`config.mk`:
```
export PLATFORM = sky130hd
export DESIGN_NAME = div_seq_flat
export DESIGN_NICKNAME = d
export VERILOG_FILES = /design/src/rtl/div_seq_if.sv /design/src/rtl/div_seq.sv /design/src/flat_wrapper.sv
export SDC_FILE = /design/constraint.sdc
export NUM_CORES = 1
export LEC_CHECK = 0
export ABC_AREA = 1
export CORE_ASPECT_RATIO = 0.5
export CORE_UTILIZATION = 40
export CTS_BUF_LIST = sky130_fd_sc_hd__clkbuf_8 sky130_fd_sc_hd__clkbuf_16
export CTS_CLUSTER_DIAMETER = 60
export DETAILED_ROUTE_END_ITERATION = 10
export DONT_BUFFER_PORTS = 1
export GPL_ROUTABILITY_DRIVEN = 0
export SLEW_MARGIN = 40
export SYNTH_ARGS = -nofsm -noshare
export SYNTH_HDL_FRONTEND = slang
export SYNTH_SLANG_ARGS = --single-unit
export TNS_END_PERCENT = 50
```
`constraint.sdc`:
```
create_clock -name clk -period 7.9 [get_ports clk]
set_clock_uncertainty 0.2 [all_clocks]
set_input_delay 1.58 -clock clk [delete_from_list [all_inputs] [get_ports clk]]
set_output_delay 1.58 -clock clk [all_outputs]
set_load 0.005 [all_outputs]
```
`src/rtl/div_seq_if.sv`:
```
// Handshake and result bundle for the div_seq sequential divider.
// Optional macro: DIV_ZERO_DETECT_EN adds the div_zero flag.
interface div_seq_if;
  logic        start;
  logic [31:0] dividend;
  logic [31:0] divisor;
  logic        busy;
  logic        done;
  logic [31:0] quotient;
  logic [31:0] remainder;
`ifdef DIV_ZERO_DETECT_EN
  logic        div_zero;

  modport master (
    output start, dividend, divisor,
    input  busy, done, quotient, remainder, div_zero
  );
  modport slave (
    input  start, dividend, divisor,
    output busy, done, quotient, remainder, div_zero
  );
`else
  modport master (
    output start, dividend, divisor,
    input  busy, done, quotient, remainder
  );
  modport slave (
    input  start, dividend, divisor,
    output busy, done, quotient, remainder
  );
`endif
endinterface

```
`src/rtl/div_seq.sv`:
```
// Sequential signed 32/32 divider: unsigned restoring core on operand
// magnitudes (32 steps), followed by a sign fix-up edge.
// Optional macro: DIV_ZERO_DETECT_EN short-cuts divide-by-zero to the
// fix-up state and raises div_zero.
module div_seq (
  input  logic      clk,
  input  logic      clear,
  div_seq_if.slave  bus
);

  typedef enum logic [1:0] {IDLE, CALC, FIX} state_t;

  state_t      state, state_next;
  logic [31:0] rem_q, quo_q, dvs_q;
  logic [4:0]  cnt_q;
  logic        sign_n_q, sign_d_q;
  logic [31:0] quotient_q, remainder_q;
  logic        done_q;
`ifdef DIV_ZERO_DETECT_EN
  logic        dz_q, div_zero_q;
`endif

  logic [31:0] rem_sh;
  logic [32:0] diff;

  function automatic logic [31:0] neg32(input logic [31:0] v);
    return ~v + 32'd1;
  endfunction

  function automatic logic [31:0] mag32(input logic [31:0] v);
    return v[31] ? neg32(v) : v;
  endfunction

  // State register.
  always_ff @(posedge clk or posedge clear) begin
    if (clear) state <= IDLE;
    else       state <= state_next;
  end

  // Next-state logic.
  always_comb begin
    state_next = state;
    case (state)
      IDLE: if (bus.start) begin
`ifdef DIV_ZERO_DETECT_EN
        state_next = (bus.divisor == '0) ? FIX : CALC;
`else
        state_next = CALC;
`endif
      end
      CALC:    if (cnt_q == 5'd31) state_next = FIX;
      FIX:     state_next = IDLE;
      default: state_next = IDLE;
    endcase
  end

  // One restoring step: shift next dividend bit in, trial-subtract divisor.
  always_comb begin
    rem_sh = {rem_q[30:0], quo_q[31]};
    diff   = {1'b0, rem_sh} - {1'b0, dvs_q};
  end

  // Datapath: operand capture, iteration, sign fix-up and result hold.
  always_ff @(posedge clk or posedge clear) begin
    if (clear) begin
      rem_q       <= '0;
      quo_q       <= '0;
      dvs_q       <= '0;
      cnt_q       <= '0;
      sign_n_q    <= 1'b0;
      sign_d_q    <= 1'b0;
      quotient_q  <= '0;
      remainder_q <= '0;
      done_q      <= 1'b0;
`ifdef DIV_ZERO_DETECT_EN
      dz_q        <= 1'b0;
      div_zero_q  <= 1'b0;
`endif
    end else begin
      done_q <= 1'b0;
      case (state)
        IDLE: if (bus.start) begin
          rem_q    <= '0;
          quo_q    <= mag32(bus.dividend);
          dvs_q    <= mag32(bus.divisor);
          sign_n_q <= bus.dividend[31];
          sign_d_q <= bus.divisor[31];
          cnt_q    <= '0;
`ifdef DIV_ZERO_DETECT_EN
          dz_q       <= (bus.divisor == '0);
          div_zero_q <= 1'b0;
`endif
        end
        CALC: begin
          cnt_q <= cnt_q + 5'd1;
          if (!diff[32]) begin
            rem_q <= diff[31:0];
            quo_q <= {quo_q[30:0], 1'b1};
          end else begin
            rem_q <= rem_sh;
            quo_q <= {quo_q[30:0], 1'b0};
          end
        end
        FIX: begin
          done_q <= 1'b1;
`ifdef DIV_ZERO_DETECT_EN
          if (dz_q) begin
            // No iterations ran, so quo_q still holds |dividend|.
            quotient_q  <= '1;
            remainder_q <= sign_n_q ? neg32(quo_q) : quo_q;
            div_zero_q  <= 1'b1;
          end else begin
            quotient_q  <= (sign_n_q ^ sign_d_q) ? neg32(quo_q) : quo_q;
            remainder_q <= sign_n_q ? neg32(rem_q) : rem_q;
          end
`else
          quotient_q  <= (sign_n_q ^ sign_d_q) ? neg32(quo_q) : quo_q;
          remainder_q <= sign_n_q ? neg32(rem_q) : rem_q;
`endif
        end
        default: ;
      endcase
    end
  end

  // Outputs.
  always_comb begin
    bus.busy      = (state != IDLE);
    bus.done      = done_q;
    bus.quotient  = quotient_q;
    bus.remainder = remainder_q;
`ifdef DIV_ZERO_DETECT_EN
    bus.div_zero  = div_zero_q;
`endif
  end

endmodule

```
`src/flat_wrapper.sv`:
```
// flat-port wrapper written by rule: the top's interface ports become plain ports
module div_seq_flat 
  (clk, clear, bus_start, bus_dividend, bus_divisor, bus_busy, bus_done, bus_quotient, bus_remainder);
  div_seq_if bus_i ();
  input  logic clk;
  input  logic clear;
  input wire logic [$bits(bus_i.start)-1:0] bus_start;
  input wire logic [$bits(bus_i.dividend)-1:0] bus_dividend;
  input wire logic [$bits(bus_i.divisor)-1:0] bus_divisor;
  output wire logic [$bits(bus_i.busy)-1:0] bus_busy;
  output wire logic [$bits(bus_i.done)-1:0] bus_done;
  output wire logic [$bits(bus_i.quotient)-1:0] bus_quotient;
  output wire logic [$bits(bus_i.remainder)-1:0] bus_remainder;
  assign bus_i.start = bus_start;
  assign bus_i.dividend = bus_dividend;
  assign bus_i.divisor = bus_divisor;
  assign bus_busy = bus_i.busy;
  assign bus_done = bus_i.done;
  assign bus_quotient = bus_i.quotient;
  assign bus_remainder = bus_i.remainder;
  div_seq u_core (.clk(clk), .clear(clear), .bus(bus_i));
endmodule
```
==> results.cfg, run 1 <==
[layout]
layout.cells.most_common_list = nand2_1, inv_1, nand3_1
n_antenna_cell = 0
drive_gt1_share_pct = 5.35
syn2layout_area_growth_pct = 7.45
layout_commonest_cell = nand2_1
fin_nets = 2039
fin_area_um2 = 13800
utilization_pct = 44.6

[clock_network]
holdBufCountCts = 0
cts.path.max_buffers = 2
root_buffer = clkbuf_16
cts-resized-gates = 0
insertion_delay_ns = 0.45
numCtsBuffers = 17
htreeDepth = 4
cts_tree = built
post_cts_buffers = 0
path_clk_slew_ns = 0.07
clkSinkCount = 170

[global_routing]
grt_max_degree = 94
grt_use_total_pct = 23.7
first_global_vias = 11300
grt_pass1_wl_mm = 61.2
grt.overflow.total = 0
grt_antenna_before_repair = 0

[setup_path]
crit_family = buffers and inverters
slowest_stage = nor2_4
cp_cell_sequence = nand2_1 > buf_4 > clkinv_1 > nor2_4 > buf_4 > a21boi_0 > o21ai_0
cp.arrival_ns = 3.63
required_ns = 8.06
cpPeakStageDelay_ns = 0.64
ff2ff_path_depth = 15
crit_top_cell = buf_4
cp-start-kind = input port
cp_max_fo = 43
path_buf_inv = 3
path_class = in2reg
cp-end-kind = flop
crit_cells = 7

[yosys]
ys_seq_elements = 170
synth.distinct_cells = 46
syn-num-nets = 2069
synthCells = 1962
syn-cell-area_um2 = 12800
yosysWarnings = 0
avgSynthCellArea_um2 = 6.54
yosysSeqAreaShare_pct = 33.1

[route]
met1_length_mm = 18.2
wl_met3_mm = 1.81
wl_met2_mm = 17.7
route.detailed.drc = 0
first_iter_violations = 1028
wl_per_cell_um = 16.4
routed_wl_mm = 38.9
highest_layer = met4
vias_per_cell = 5.19
num_vias = 12300
dr.pass1.iters = 7
final_antenna_net_count = 0

[floorplanning]
ioPinCount = 133
core-area_um2 = 30900
die_h_um = 129
fp.dieW_um = 255
rows = 45
die-area_um2 = 32900
start_util_pct = 41.5

[outcome]
status = completed

[sta]
setup_viol = 0
slew_violations = 0
max_slew_margin_pct = 47.4
finalCritPeriodShare_pct = 43.8
max_clock_freq_ghz = 0.289
hold_viol_final = 0
layout_min_cycle_time_ns = 3.46
rsz0062_at_grt = no
tns_ns = 0
tightest_slew_ns = 0.787

[min_path]
hold_depth = 2
worstHoldPathType = reg2reg

[placed_design]
io_buffer_count = 0
placed_area_um2 = 13200
dp.final_hpwl_mm = 30.1

[pwr]
power_leakage_nw = 7.10
p_total_mw = 6.60
powerDensity_nw_per_um2 = 478
vdd_drop_max_mv = 0.188

[job]
max_cap_violations = 0
flip-flops by register name, indices dropped and copies added, names as in the netlist:
register	cells
u_core.bus.done	1
u_core.bus.quotient	32
u_core.bus.remainder	32
u_core.cnt_q	5
u_core.dvs_q	32
u_core.quo_q	32
u_core.rem_q	32
u_core.sign_d_q	1
u_core.sign_n_q	1
u_core.state	2
cell type report:
| cell class | count | area (um^2) |
|---|---|---|
| clock buffers | 20 | 467 |
| repair buffers | 10 | 78.8 |
| clock inverters | 11 | 134 |
| multi-input cells | 1453 | 7280 |
| well taps | 423 | 529 |
| flip-flops and latches | 170 | 4250 |
| inverters | 280 | 1060 |
| fillers | 3256 | 17100 |
power breakdown:
group	internal [mW]	switching [mW]
Combinational	1.39	2.75
Clock	0.495	0.376
Sequential	1.19	0.399
Total	3.08	3.52
path summary, 6_finish.rpt:
path                                  start                     end  slack, ns
min in group asynchronous             clear  u_core.bus.quotient[7]       0.89
min reg2reg                 u_core.dvs_q[2]         u_core.dvs_q[2]       0.29
min                         u_core.dvs_q[2]         u_core.dvs_q[2]       0.29
max                               bus_start        u_core.quo_q[22]       4.44
max in group asynchronous             clear        u_core.dvs_q[21]       5.42
max reg2reg                u_core.quo_q[31]        u_core.rem_q[18]       4.77
synthesized netlist by cell type, drive strengths merged:
cell type / count / area share, %
a21boi: 3 / 0.18
a21oi: 36 / 1.5
a22o: 2 / 0.14
a22oi: 26 / 1.5
a31oi: 11 / 0.54
a32o: 1 / 0.078
and2: 2 / 0.097
buf: 29 / 1.3
clkbuf: 30 / 0.88
clkinv: 3 / 0.088
dfrtp: 170 / 33
fa: 1 / 0.16
ha: 39 / 3.8
inv: 277 / 8.1
nand2: 667 / 20
nand3: 202 / 7.9
nand3b: 12 / 0.70
nand4: 17 / 0.83
nor2: 176 / 5.6
nor3: 19 / 0.74
nor4: 2 / 0.097
o211ai: 5 / 0.29
o21ai: 116 / 4.6
o21bai: 5 / 0.29
o221ai: 4 / 0.27
o22ai: 11 / 0.54
o31ai: 7 / 0.41
o41ai: 2 / 0.14
or2: 7 / 0.34
xnor2: 13 / 0.89
xor2: 67 / 4.6
worst min-delay path, cell delays in order (launching register included):
cell and delay [ns]:
dfrtp_1 0.34, nand2_1 0.05, o21ai_0 0.06
through the flow:
| step | setup slack, ns | hold slack, ns | instances |
|---|---|---|---|
| 2_1_floorplan | 1.52 | 0.253 | 1962 |
| 3_3_place_gp | 4.06 | 0.269 | 2336 |
| 3_5_place_dp | 4.01 | 0.274 | 2336 |
| 4_1_cts | 4.48 | 0.290 | 2367 |
| 5_1_grt | 4.22 | 0.307 | 2367 |
| 6_report | 4.44 | 0.287 | 2367 |
layer usage:
| layer | vias up | global-route usage, % |
|---|---|---|
| met5 | - | 0 |
| met4 | 0 | 9.04 |
| met3 | 61 | 4.04 |
| met2 | 287 | 38.3 |
| met1 | 5744 | 32.0 |
| li1 | 6183 | - |
cells by family after synthesis:
group / share of synthesized area, %
AOI/OAI and AO/OA: 10.5
xor gates and xnor gates: 5.46
adders and majority gates: 3.96
buffers and inverters: 10.3
DFF: 33.1
and+or+nand+nor: 36.7
Note: power is estimated with default switching activity, not from simulation.
==> inputs of run 2 (changes only) <==
Clock period 7.9 ns to 3.2 ns, I/O delays scaled along.
==> run 2 against run 1 <==
Via count decreased by 0.43%. Die area is the same. Critical path type is now reg2reg. Sequential power grew 140%.
==> results.cfg, run 2 (synthesis gave the netlist of run 1 again) <==
[outcome]
status = completed

[route]
route.detailed.drc = 0
wl_per_cell_um = 16.4
routed_wl_mm = 39.0
final_antenna_net_count = 0
vias_per_cell = 5.14
first_iter_violations = 1223
num_vias = 12200
dr.pass1.iters = 5

[setup_path]
cp_max_fo = 33
cp-end-kind = flop
required_ns = 3.39
path_class = reg2reg
cp-start-kind = flop
cpPeakStageDelay_ns = 0.41
cp.arrival_ns = 2.92
slowest_stage = fa_1
cp_cell_sequence = inv_1 > ha_1 > fa_1 > inv_1 > nand3_1 > nand3_2 > nand2_1 > nand2_4 > nand2_4 > nand2_4 > nand2_4 > nand2_8 > nand2_8 > nand2_1 > nand2_1 > nand2_1

[floorplanning]
start_util_pct = 41.5
core-area_um2 = 30900
die-area_um2 = 32900
rows = 45
ioPinCount = 133
die_h_um = 129
fp.dieW_um = 255

[min_path]
worstHoldPathType = in2reg

[sta]
layout_min_cycle_time_ns = 2.74
rsz0062_at_grt = no
tns_ns = 0
finalCritPeriodShare_pct = 85.5
slew_violations = 0
max_clock_freq_ghz = 0.365
max_slew_margin_pct = 51.1
tightest_slew_ns = 0.732
setup_viol = 0
hold_viol_final = 0

[pwr]
p_total_mw = 16.3
power_leakage_nw = 7.18
vdd_drop_max_mv = 0.490
powerDensity_nw_per_um2 = 1170

[layout]
drive_gt1_share_pct = 5.98
syn2layout_area_growth_pct = 8.65
fin_nets = 2052
layout.cells.most_common_list = nand2_1, inv_1, nand3_1
n_antenna_cell = 0
fin_area_um2 = 14000
utilization_pct = 45.1
layout_commonest_cell = nand2_1

[global_routing]
grt_max_degree = 94
grt_use_total_pct = 24.0
first_global_vias = 11100
grt_antenna_before_repair = 0
grt_pass1_wl_mm = 61.4
grt.overflow.total = 0

[clock_network]
root_buffer = clkbuf_16
cts-resized-gates = 0
holdBufCountCts = 1
htreeDepth = 4
clkSinkCount = 170
path_clk_slew_ns = 0.07
numCtsBuffers = 17
insertion_delay_ns = 0.45
cts_tree = built
cts.path.max_buffers = 2
post_cts_buffers = 0

[placed_design]
dp.final_hpwl_mm = 30.9
io_buffer_count = 0
placed_area_um2 = 13300

[job]
max_cap_violations = 0
[run 2: metrics by stage]
step,setup WS [ns],hold WS (ns),cells
global route,0.241,0.141,2380
floorplan,0.191,0.253,1962
finish,0.463,0.153,2380
CTS,0.473,0.134,2380
global placement,0.557,0.268,2347
detailed placement,0.502,0.281,2348
[run 2: layout make-up]
| class | instances | area [um^2] |
|---|---|---|
| clock buffer | 18 | 439 |
| timing repair buffer | 23 | 236 |
| clock inverter | 13 | 158 |
| inverter | 280 | 1060 |
| sequential | 170 | 4250 |
| multi-input combinational | 1453 | 7280 |
| tap | 423 | 529 |
| fill | 3241 | 17000 |
[run 2: path summary, 6_finish.rpt]
path	start	slack [ns]	cells after the start	endpoint
worst max-delay path	u_core.quo_q[31]	0.46	16	u_core.rem_q[21]
worst min-delay path	bus_dividend[30]	0.15	3	u_core.quo_q[30]
worst max register to register	u_core.quo_q[31]	0.46	16	u_core.rem_q[21]
worst min register to register	u_core.dvs_q[9]	0.29	2	u_core.dvs_q[9]
max in group asynchronous	clear	1.59	3	u_core.dvs_q[7]
min in group asynchronous	clear	0.53	2	u_core.bus.quotient[5]
[run 2: where the power goes]
| group | total [mW] | leakage, nW | switching (mW) | internal [mW] |
|---|---|---|---|---|
| registers | 3.87 | 2.06 | 0.929 | 2.94 |
| clock network | 2.14 | 0.290 | 0.947 | 1.19 |
| logic | 10.3 | 4.83 | 6.72 | 3.55 |
| total | 16.3 | 7.18 | 8.59 | 7.68 |
[run 2: critical path, delay by kind of cell (launching register included)]
kind                       cells  cell delay, ns
and+or+nand+nor               12            1.26
adders and majority gates      2            0.62
DFF                            1            0.37
buffers and inverters          2            0.21
[run 2: routing by layer]
layer  GRT usage (%)  wire [um]  up-vias  share of wire [%]
met4            7.05        783        0                2.0
met2            39.5      18100      287                 46
li1                -          -     6206                  -
met3            4.08       1800       43                4.6
met5               0          0        -                  0
met1            32.7      18300     5686                 47
